**src/rtl/cla_slice_sequencer.sv**
```systemverilog
// Feeds a wide add through an external W-bit adder one slice per step, LSB first,
// rippling the carry between slices and returning the reassembled sum on valid/ready.
module cla_slice_sequencer #(
  parameter int W        = 8,
  parameter int N_SLICES = 4,
  parameter int ADD_LAT  = 1
) (
  input  logic                  CLK_i,
  input  logic                  RST_N_I,
  input  logic                  in_valid_i,
  output logic                  in_ready_o,
  input  logic [W*N_SLICES-1:0] op_a_i,
  input  logic [W*N_SLICES-1:0] op_b_i,
  input  logic                  carry_in_i,
  output logic [W-1:0]          add_a_o,
  output logic [W-1:0]          add_b_o,
  output logic                  add_p_o,
  input  logic [W-1:0]          add_s_i,
  input  logic                  add_c_i,
  output logic                  out_valid_o,
  input  logic                  out_ready_i,
  output logic [W*N_SLICES-1:0] sum_o,
  output logic                  carry_o,
  output logic                  busy_o
);

  localparam int WN = W * N_SLICES;
  localparam int KW = (N_SLICES > 1) ? $clog2(N_SLICES) : 1;
  localparam int LW = (ADD_LAT > 0) ? $clog2(ADD_LAT + 1) : 1;

  typedef enum logic [1:0] {
    IDLE  = 2'd0,
    ISSUE = 2'd1,
    DONE  = 2'd2
  } state_t;

  state_t          r_state;
  logic [KW-1:0]   r_k;
  logic [LW-1:0]   r_lat;
  // Operand registers hold only the slices not yet issued; they shift down by W per slice.
  logic [WN-1:0]   r_op_a;
  logic [WN-1:0]   r_op_b;
  logic [WN-1:0]   r_sum;
  logic            r_cout;
  logic            r_in_ready;
  logic            r_out_valid;
  logic            r_busy;
  logic [W-1:0]    r_add_a;
  logic [W-1:0]    r_add_b;
  logic            r_add_p;

  logic [WN-1:0]   w_in_a_rest;
  logic [WN-1:0]   w_in_b_rest;
  logic [WN-1:0]   w_op_a_rest;
  logic [WN-1:0]   w_op_b_rest;
  logic            w_last_lat;
  logic            w_last_slice;

  assign w_in_a_rest  = op_a_i >> W;
  assign w_in_b_rest  = op_b_i >> W;
  assign w_op_a_rest  = r_op_a >> W;
  assign w_op_b_rest  = r_op_b >> W;
  assign w_last_lat   = (r_lat == LW'(ADD_LAT));
  assign w_last_slice = (r_k == KW'(N_SLICES - 1));

  always_ff @(posedge CLK_i) begin
    if (!RST_N_I) begin
      r_state     <= IDLE;
      r_k         <= '0;
      r_lat       <= '0;
      r_op_a      <= '0;
      r_op_b      <= '0;
      r_sum       <= '0;
      r_cout      <= 1'b0;
      r_in_ready  <= 1'b1;
      r_out_valid <= 1'b0;
      r_busy      <= 1'b0;
      r_add_a     <= '0;
      r_add_b     <= '0;
      r_add_p     <= 1'b0;
    end else begin
      case (r_state)
        IDLE: begin
          if (in_valid_i && r_in_ready) begin
            r_state    <= ISSUE;
            r_k        <= '0;
            r_lat      <= '0;
            r_add_a    <= op_a_i[W-1:0];
            r_add_b    <= op_b_i[W-1:0];
            r_add_p    <= carry_in_i;
            r_op_a     <= w_in_a_rest;
            r_op_b     <= w_in_b_rest;
            r_in_ready <= 1'b0;
            r_busy     <= 1'b1;
          end
        end

        ISSUE: begin
          if (w_last_lat) begin
            r_sum[r_k*W +: W] <= add_s_i;
            r_cout            <= add_c_i;
            r_lat             <= '0;
            if (w_last_slice) begin
              r_state     <= DONE;
              r_out_valid <= 1'b1;
              r_add_a     <= '0;
              r_add_b     <= '0;
              r_add_p     <= 1'b0;
            end else begin
              r_k     <= r_k + 1'b1;
              r_add_a <= r_op_a[W-1:0];
              r_add_b <= r_op_b[W-1:0];
              r_add_p <= add_c_i;
              r_op_a  <= w_op_a_rest;
              r_op_b  <= w_op_b_rest;
            end
          end else begin
            r_lat <= r_lat + 1'b1;
          end
        end

        DONE: begin
          // No bypass: in_ready only rises in the cycle after the result handshake.
          if (out_ready_i) begin
            r_state     <= IDLE;
            r_out_valid <= 1'b0;
            r_in_ready  <= 1'b1;
            r_busy      <= 1'b0;
          end
        end

        default: begin
          r_state     <= IDLE;
          r_out_valid <= 1'b0;
          r_in_ready  <= 1'b1;
          r_busy      <= 1'b0;
          r_add_a     <= '0;
          r_add_b     <= '0;
          r_add_p     <= 1'b0;
        end
      endcase
    end
  end

  assign in_ready_o  = r_in_ready;
  assign out_valid_o = r_out_valid;
  assign busy_o      = r_busy;
  assign add_a_o     = r_add_a;
  assign add_b_o     = r_add_b;
  assign add_p_o     = r_add_p;
  assign sum_o       = r_sum;
  assign carry_o     = r_cout;

endmodule

```
**config.mk**
```make
export PLATFORM = sky130hd
export DESIGN_NAME = cla_slice_sequencer
export DESIGN_NICKNAME = d
export VERILOG_FILES = /design/src/rtl/cla_slice_sequencer.sv
export SDC_FILE = /design/constraint.sdc
export NUM_CORES = 1
export LEC_CHECK = 0
export ABC_AREA = 1
export CORE_MARGIN = 8
export CORE_UTILIZATION = 49
export CTS_CLUSTER_SIZE = 14
export DETAILED_ROUTE_END_ITERATION = 16
export PLACE_DENSITY = 0.8
export SYNTH_ARGS = -nofsm -noshare
export SYNTH_HDL_FRONTEND = slang
export SYNTH_SLANG_ARGS = --single-unit
```
**constraint.sdc**
```tcl
create_clock -name CLK_i -period 2.4 [get_ports CLK_i]
set_clock_uncertainty 0.1 [all_clocks]
set_input_delay 0.48 -clock CLK_i [delete_from_list [all_inputs] [get_ports CLK_i]]
set_output_delay 0.48 -clock CLK_i [all_outputs]
set_load 0.02 [all_outputs]
```
* Yosys cells after proc, flatten, opt, wreduce, memory -nomap -nowiden
Cells that the tools add are included.
Storage, ports and cells: output and inout port bits 53, bits in read-only memories 0, flip-flop bits (word level) 122, word-level logic and storage cells 80, RAM bits 0, memories kept 0, latch bits 0
Cells by class: multiplexer cells 41, add/subtract/negate cells 3, divide/modulo/power cells 0, $mul 0, shift operators 2, $lt $le $gt $ge 0, eq/ne operators 8, reductions and logical operators 10, bitwise logic cells 3
Operators by type and width (number):
- 2-to-1 mux 32 bit | 6
- one-hot mux 32 bit (2 select lines) | 2
- 2-to-1 mux 8 bit | 6
- one-hot mux 8 bit (3 select lines) | 2
- negator 5 -> 34 bit | 1
- variable shift 8 x 34 -> 32 bit, first input constant | 1
- indexed part select 8 x 34 -> 32 bit | 1
- bitwise mux 32 bit | 1
- 2-to-1 mux 2 bit | 7
- one-hot mux 1 bit (3 select lines) | 4
- AND reduction 4 bit | 3
- 2-to-1 mux 1 bit | 10
- != test 2 bit, second input constant | 5
- one-hot mux 2 bit (3 select lines) | 1
- AND reduction 3 bit | 2
- equality test 2 bit, second input constant | 2
- one-hot mux 2 bit (2 select lines) | 1
- AND reduction 2 bit | 2
- inverter 1 bit | 3
- adder 2 x 1 -> 2 bit, second input constant | 1
- equality test 2 x 1 -> 1 bit, second input constant | 1
- zero test 2 bit | 1
- one-hot mux 1 bit (2 select lines) | 1
- nonzero test 2 bit | 1
- 2 further kinds | 2

* Logic depth before layout (Yosys ltp)
Gate-level depths: netlist of run 1.
word-level depth 4, gate-level depth with buffers 10

* Least setup slack after synthesis of run 1
No wires, ideal clock.
path kind register -> register, from register r_k[0], to register r_sum[21], in the netlist sum_o[21], arrival time 1.717 ns, setup slack 0.513 ns, cell stages (with the launch flop) 10, data required time 2.230 ns, period minus slack after synthesis 1.887 ns, cell sequence dfxtp_1 > inv_1 > clkbuf_1 > ha_1 > inv_1 > nor2_2 > nand2_1 > nor2_1 > nand2_1 > a21oi_1
On the way: longest elaborated chain between the ends 3
Ends and longest elaborated chain:
- from (decl) | line 38 | logic [KW-1:0] r_k;
- from (signal assigned) | line 110 | r_k <= r_k + 1'b1;
- negator 5 -> 34 bit * | line 100 | r_sum[r_k*W +: W] <= add_s_i;
- indexed part select 8 x 34 -> 32 bit or variable shift 8 x 34 -> 32 bit (tied branches) | line 100
- bitwise mux 32 bit * | line 100
- to (signal, indexed assignment) | line 100
- to (decl) | line 43 | logic [WN-1:0] r_sum;
Mark *: on every way between the ends. The rest lies on a longest branch, timed or not. A chain may end at the register's enable or synchronous reset.

* Worst setup path in the final report of run 1
from register r_in_ready, in the netlist in_ready_o, to output in_ready_o
RTL lines:
- from (decl) | line 45 | logic r_in_ready;
- from (signal assigned) | line 75 | r_in_ready <= 1'b1;
- from (signal assigned) | line 93 | r_in_ready <= 1'b0;
- from (signal assigned) | line 127 | r_in_ready <= 1'b1;
- to (decl) | line 11 | output logic in_ready_o,
No word-level cell between the ends.

==> key figures, run 1 <==
Global route
  • Remaining global-route overflow: 0
  • Largest net degree at the start of global routing: 82
  • Global-route wire length before repair: 23520 um
  • All-Layer GR Usage: 19.87%
  • Initial antenna violation count: 0
  • Vias in the first global route: 4932

Routing
  • WL met1: 6488 um
  • Uppermost layer routed: met4
  • Final WL: 14150 um
  • Pre-Repair DR Iteration Count: 5
  • Antenna viol nets, final: 0
  • Via density: 4.822
  • Vias: 5174
  • DR WL/cell: 13.18 um
  • Met2 wire len: 6746 um
  • Post-route DRC: 0
  • DR WL met3: 697 um
  • Iter 0 DRT Violations: 403

CTS
  • Hold buffer count at CTS: 0
  • Clock transition at path regs: 0.10 ns
  • Total setup buffers inserted after CTS: 0
  • CTS HTree Levels: 3
  • CTS max path bufs: 2
  • Root buffer cell: clkbuf_8
  • Post-cts sizing count: 0
  • CTS tree: built
  • CTS sink cnt: 106
  • TritonCTS buffer count: 9
  • Skew-Pair Late Insertion Delay: 0.37 ns

Place
  • Final Wtd Congestion: 0.8207
  • Port bufs: 130
  • Hpwl dp: 10170 um
  • # placed instances: 1057

Floorplanning
  • Starting Density: 50.38%
  • Chip height: 119.0 um
  • Row count: 37
  • Core area: 10320 sq um
  • Die area: 14170 sq um
  • Chip width: 119.0 um
  • I/O pins: 131

Setup path
  • Startpoint Class: register
  • Largest delay share family, worst path: buffers and inverters
  • RR Startpoint: r_k[0]$_SDFFE_PN0P_
  • WP buf/inv: 1
  • Critical path capture point: in_ready_o
  • CP peak stage delay: 0.63 ns
  • Kind of critical path: register to output port
  • Critical path depth: 1
  • Max stage delay cell, worst path: clkdlybuf4s50_1
  • R2R depth: 7
  • CP Capture Type: output port
  • CP max FO: 4
  • CP required: 1.82 ns
  • WP data arrival: 1.40 ns
  • Worst-path cell chain: clkdlybuf4s50_1
  • Crit Reg-Reg Endpoint: sum_o[26]$_SDFFE_PN0P_
  • Crit path launch: in_ready_o$_SDFFE_PN1P_
  • Reg2Reg Setup Slack: 0.47 ns

Outcome
  • Run status: completed

Logic synthesis
  • Synth area leader: dfxtp_1
  • Sequential fraction of the synthesis area: 40.80%
  • Syn Inst Count: 823
  • Synth Cell Area: 5201 sq um
  • EDFF count, synth: 0
  • Most frequent cell after synthesis: nand2_1
  • Share of the synthesized area in the top cell type: 40.80%
  • Synth top area cells: dfxtp_1, nand2_1, nor2_1
  • Yosys cell types: 22
  • Syn Nets: 906
  • Synth Warn #: 0
  • Synth top cells by count: nand2_1, nor2_1, dfxtp_1, inv_1, a21oi_1
  • #FFs+latches synth: 106
  • Avg Inst Size Synth: 6.320 sq um
  • Most used DFF post-synth: dfxtp_1
  • Asr flop ratio synth: 0%

Min path
  • Hold Path Class: register to register

STA
  • Crit path time final: 1.977 ns
  • Max-slew violation count: 0
  • Worst-Margin Slew: 0.5963 ns
  • FMAX: 505.9 MHz
  • Total Neg Setup Slack: 0 ns
  • Final setup violation count: 0
  • Final worst-path cycle share: 82.36%
  • RSZ-0062 raised after global routing: false
  • Rel. slew slack: 60.19%
  • Hold Fails Final Rpt: 0

Final layout
  • P&R area growth vs syn: 30.14%
  • Final Util: 65.57%
  • Antenna Diode Count: 0
  • Share of layout cells above drive strength 1: 5.123%
  • Post-layout nets: 1015
  • Finished Layout Cells: 1073

Power
  • Static leakage: 3.031 nW
  • Pwr/cell area: 837.2 nW/um^2
  • VDD IR-drop max: 0.4854 mV

Job
  • Total of max-cap violations: 0
==> layer usage <==
metal | global-route usage, % | vias up
met3 | 4.487 | 18
met1 | 25.11 | 2309
met4 | 5.375 | 0
met5 | 0 | -
li1 | - | 2725
met2 | 33.30 | 122
==> worst min-delay path by stage <==
| stage | startpoint | to | slack [ns] | cells past startpoint |
|---|---|---|---|---|
| after floorplan | r_op_a[10]$_SDFFE_PN0P_ | r_op_a[10]$_SDFFE_PN0P_ | 0.39 | 4 |
| after detailed placement | out_valid_o$_SDFFE_PN0P_ | out_valid_o$_SDFFE_PN0P_ | 0.34 | 2 |
| after global placement | out_valid_o$_SDFFE_PN0P_ | out_valid_o$_SDFFE_PN0P_ | 0.34 | 2 |
| final | out_valid_o$_SDFFE_PN0P_ | out_valid_o$_SDFFE_PN0P_ | 0.36 | 2 |
| after CTS | out_valid_o$_SDFFE_PN0P_ | out_valid_o$_SDFFE_PN0P_ | 0.36 | 2 |
| after global routing | add_p_o$_SDFFE_PN0P_ | add_p_o$_SDFFE_PN0P_ | 0.38 | 2 |
==> placed cells by master, fill, tap and decap left out, types with 3 or more instances in the layout <==
cell type        synthesis  layout
buf_12                   0       4
nand2_2                  4       4
clkinv_4                 0       4
clkbuf_8                 0      11
nand4_1                  8       8
o21ai_0                 34      34
inv_2                    4       4
inv_1                   75      74
o21ai_1                  8       8
a21oi_1                 49      49
nor2_4                   3       3
clkdlybuf4s50_1          0     129
nand2_1                308     308
ha_1                     5       5
nor2_1                 144     144
buf_4                    2       8
nand3_1                 21      21
dfxtp_1                106     106
==> area by class of cell <==
type	instances	area [sq um]
clock inverter	5	46.29
fill	952	3555
tap	136	170.2
clock buffer	11	151.4
multi-input combinational	594	2546
timing repair buffer	142	1436
inverter	79	296.5
sequential	106	2122
==> power breakdown <==
group / leakage [nW] / switching, W / internal, W
Clock: 0.102 / 0.000640 / 0.000450
Sequential: 0.869 / 0.000127 / 0.00209
Combinational: 2.06 / 0.00149 / 0.000867
==> through the flow <==
| stage | setup slack [ns] | area, sq um | power (W) | hold WS, ns |
|---|---|---|---|---|
| after CTS | 0.4254 | 6769 | 0.005688 | 0.3608 |
| after global routing | 0.2821 | 6769 | 0.006130 | 0.3814 |
| final | 0.4234 | 6769 | 0.005667 | 0.3612 |
| after detailed placement | 0.2801 | 6571 | 0.004604 | 0.3374 |
| after global placement | 0.3313 | 6571 | 0.004556 | 0.3410 |
| after floorplan | 0.5129 | 5201 | 0.003958 | 0.3895 |
==> cell families after synthesis <==
family,count (synthesis),share of synthesized area [%]
and+or+nand+nor,496,38.22
buffers and inverters,123,10.39
DFF,106,40.80
AOI/OAI and AO/OA,93,9.382
adders and majority gates,5,1.203
==> flip-flops by register name, summed over array words and instances (netlist names), 2 cells and up <==
signal / flops
r_k: 2
sum_o: 32
add_a_o: 8
r_state: 2
r_op_a: 24
add_b_o: 8
r_op_b: 24
Note: power is estimated with default switching activity, not from simulation.
==> run 2: changes to the inputs <==
==> constraint.sdc (replaced) <==
create_clock -name CLK_i -period 1.95 [get_ports CLK_i]
set_clock_uncertainty 0.1 [all_clocks]
set_input_delay 0.39 -clock CLK_i [delete_from_list [all_inputs] [get_ports CLK_i]]
set_output_delay 0.39 -clock CLK_i [all_outputs]
set_load 0.02 [all_outputs]
==> key figures, run 2 (same netlist as run 1, synthesis figures left out) <==
STA
  • Rel. slew slack: 66.31%
  • Hold Fails Final Rpt: 0
  • RSZ-0062 raised after global routing: false
  • Final setup violation count: 0
  • FMAX: 522.8 MHz
  • Max-slew violation count: 0
  • Crit path time final: 1.913 ns
  • Final worst-path cycle share: 98.09%
  • Worst-Margin Slew: 0.5054 ns
  • Total Neg Setup Slack: 0 ns

Routing
  • Post-route DRC: 0
  • Final WL: 14020 um
  • DR WL met3: 769 um
  • Via density: 4.791
  • Uppermost layer routed: met4
  • Iter 0 DRT Violations: 400
  • Pre-Repair DR Iteration Count: 5
  • DR WL/cell: 12.93 um
  • Antenna viol nets, final: 0
  • Met2 wire len: 6488 um
  • Vias: 5193
  • WL met1: 6557 um

Final layout
  • Largest register FFs: 32
  • Finished Layout Cells: 1084
  • Antenna Diode Count: 0
  • P&R area growth vs syn: 32.45%
  • Share of layout cells above drive strength 1: 6.224%
  • FILL cells: 952
  • Final Util: 66.73%
  • Commonest cells after routing, fill and taps aside: nand2_1, nor2_1, clkdlybuf4s50_1, dfxtp_1, inv_1
  • Commonest non-fill, non-tap cell in the layout: nand2_1
  • Post-layout nets: 1026

Job
  • Total of max-cap violations: 0

CTS
  • Skew-Pair Late Insertion Delay: 0.38 ns
  • CTS tree: built
  • CTS sink cnt: 106
  • Clock transition at path regs: 0.11 ns
  • Total setup buffers inserted after CTS: 0
  • CTS max path bufs: 2
  • CTS HTree Levels: 3
  • Root buffer cell: clkbuf_8
  • TritonCTS buffer count: 9

Power
  • Sw Pwr: 0.002824 W
  • Combinational Power Share: 42.4%
  • Clock group share of total power: 19.7%
  • Pwr/cell area: 1044 nW/um^2
  • Flop pwr share: 37.9%
  • Sw frac: 39.28%
  • VDD IR-drop max: 0.4744 mV
  • P_int: 0.004366 W
  • Static leakage: 3.112 nW
  • Tot Pwr: 0.007190 W

Floorplanning
  • I/O pins: 131
  • Core area: 10320 sq um
  • Chip height: 119.0 um
  • Chip width: 119.0 um
  • Row count: 37
  • Die area: 14170 sq um
  • Starting Density: 50.38%

Setup path
  • Max stage delay cell, worst path: clkdlybuf4s50_1
  • CP required: 1.46 ns
  • WP buf/inv: 1
  • CP peak stage delay: 0.63 ns
  • Reg2Reg Setup Slack: 0.23 ns
  • CP Capture Type: output port
  • Worst-path cell chain: clkdlybuf4s50_1
  • Crit Reg-Reg Endpoint: sum_o[22]$_SDFFE_PN0P_
  • Largest delay share family, worst path: buffers and inverters
  • Startpoint Class: register
  • RR Startpoint: r_k[0]$_SDFFE_PN0P_
  • WP data arrival: 1.42 ns
  • R2R depth: 8
  • CP max FO: 4
  • Kind of critical path: register to output port

Place
  • # placed instances: 1068
  • Final Wtd Congestion: 0.8660
  • Hpwl dp: 10080 um
  • Port bufs: 130

Outcome
  • Run status: completed

Global route
  • Vias in the first global route: 4754
  • Global-route wire length before repair: 23270 um
  • Remaining global-route overflow: 0
  • Initial antenna violation count: 0
  • Largest net degree at the start of global routing: 82
  • All-Layer GR Usage: 19.67%

Min path
  • Worst hold start: RST_N_I
  • WHS Path Cells: 3
  • Hold Path Class: primary input to register
  • Worst hold endpoint: add_p_o$_SDFFE_PN0P_
## run 2: layout make-up
type                    instances  area, sq um  area share (%)
well taps                     136        170.2           2.470
multi-input cells             594         2551           37.03
repair buffers                153         1546           22.45
clock inverters                 6        75.07           1.090
inverters                      79        296.5           4.304
clock buffers                  10        127.6           1.853
flip-flops and latches        106         2122           30.80
## run 2: through the flow
step	hold slack [ns]	setup slack [ns]	instance area [sq um]
after detailed placement	0.3440	0.1005	6679
after CTS	0.3234	0.03777	6882
after global placement	0.3387	0.09422	6679
final	0.3448	0.03715	6889
after floorplan	0.3895	0.06286	5201
after global routing	0.3335	0.004204	6889
## run 2: power by group through the flow
stage | Clock (W) | Sequential [W] | Combinational, W
6_report | 0.00141 | 0.00272 | 0.00305
5_1_grt | 0.00153 | 0.00276 | 0.00346
4_1_cts | 0.00143 | 0.00272 | 0.00305
3_5_place_dp | 0 | 0.00277 | 0.00302
3_3_place_gp | 0 | 0.00276 | 0.00298
2_1_floorplan | 0 | 0.00284 | 0.00203
## run 2: worst max path at each step
stage                                        from                       to  slack (ns)  depth (start not counted)
after floorplan               r_k[0]$_SDFFE_PN0P_   sum_o[21]$_SDFFE_PN0P_        0.06                          9
after global placement                 in_valid_i  r_op_a[22]$_SDFFE_PN0P_        0.09                          7
after detailed placement               in_valid_i  r_op_a[22]$_SDFFE_PN0P_        0.10                          7
after CTS                 in_ready_o$_SDFFE_PN1P_               in_ready_o        0.04                          1
after global routing      in_ready_o$_SDFFE_PN1P_               in_ready_o       0.004                          1
final                     in_ready_o$_SDFFE_PN1P_               in_ready_o        0.04                          1
## run 2: routing by layer
metal	GRT usage, %	vias to the layer above
met5	0	-
met4	5.613	0
met3	4.724	16
met2	32.14	134
met1	25.24	2301
li1	-	2742
## run 2: worst reg2reg max path, delay by kind of cell (launching register included)
| family | cells | cell delay, ns |
|---|---|---|
| AND/OR/NAND/NOR | 4 | 0.50 |
| flip-flops | 1 | 0.38 |
| adder cells (fa/ha/maj) | 1 | 0.37 |
| buffers and inverters | 2 | 0.20 |
| AO/OA/AOI/OAI | 1 | 0.12 |
## run 2: repair_timing
item | CTS | global route
hold buffers | 0 | 0
setup endpoints to repair | 0 | 4
resized for setup | 0 | 2
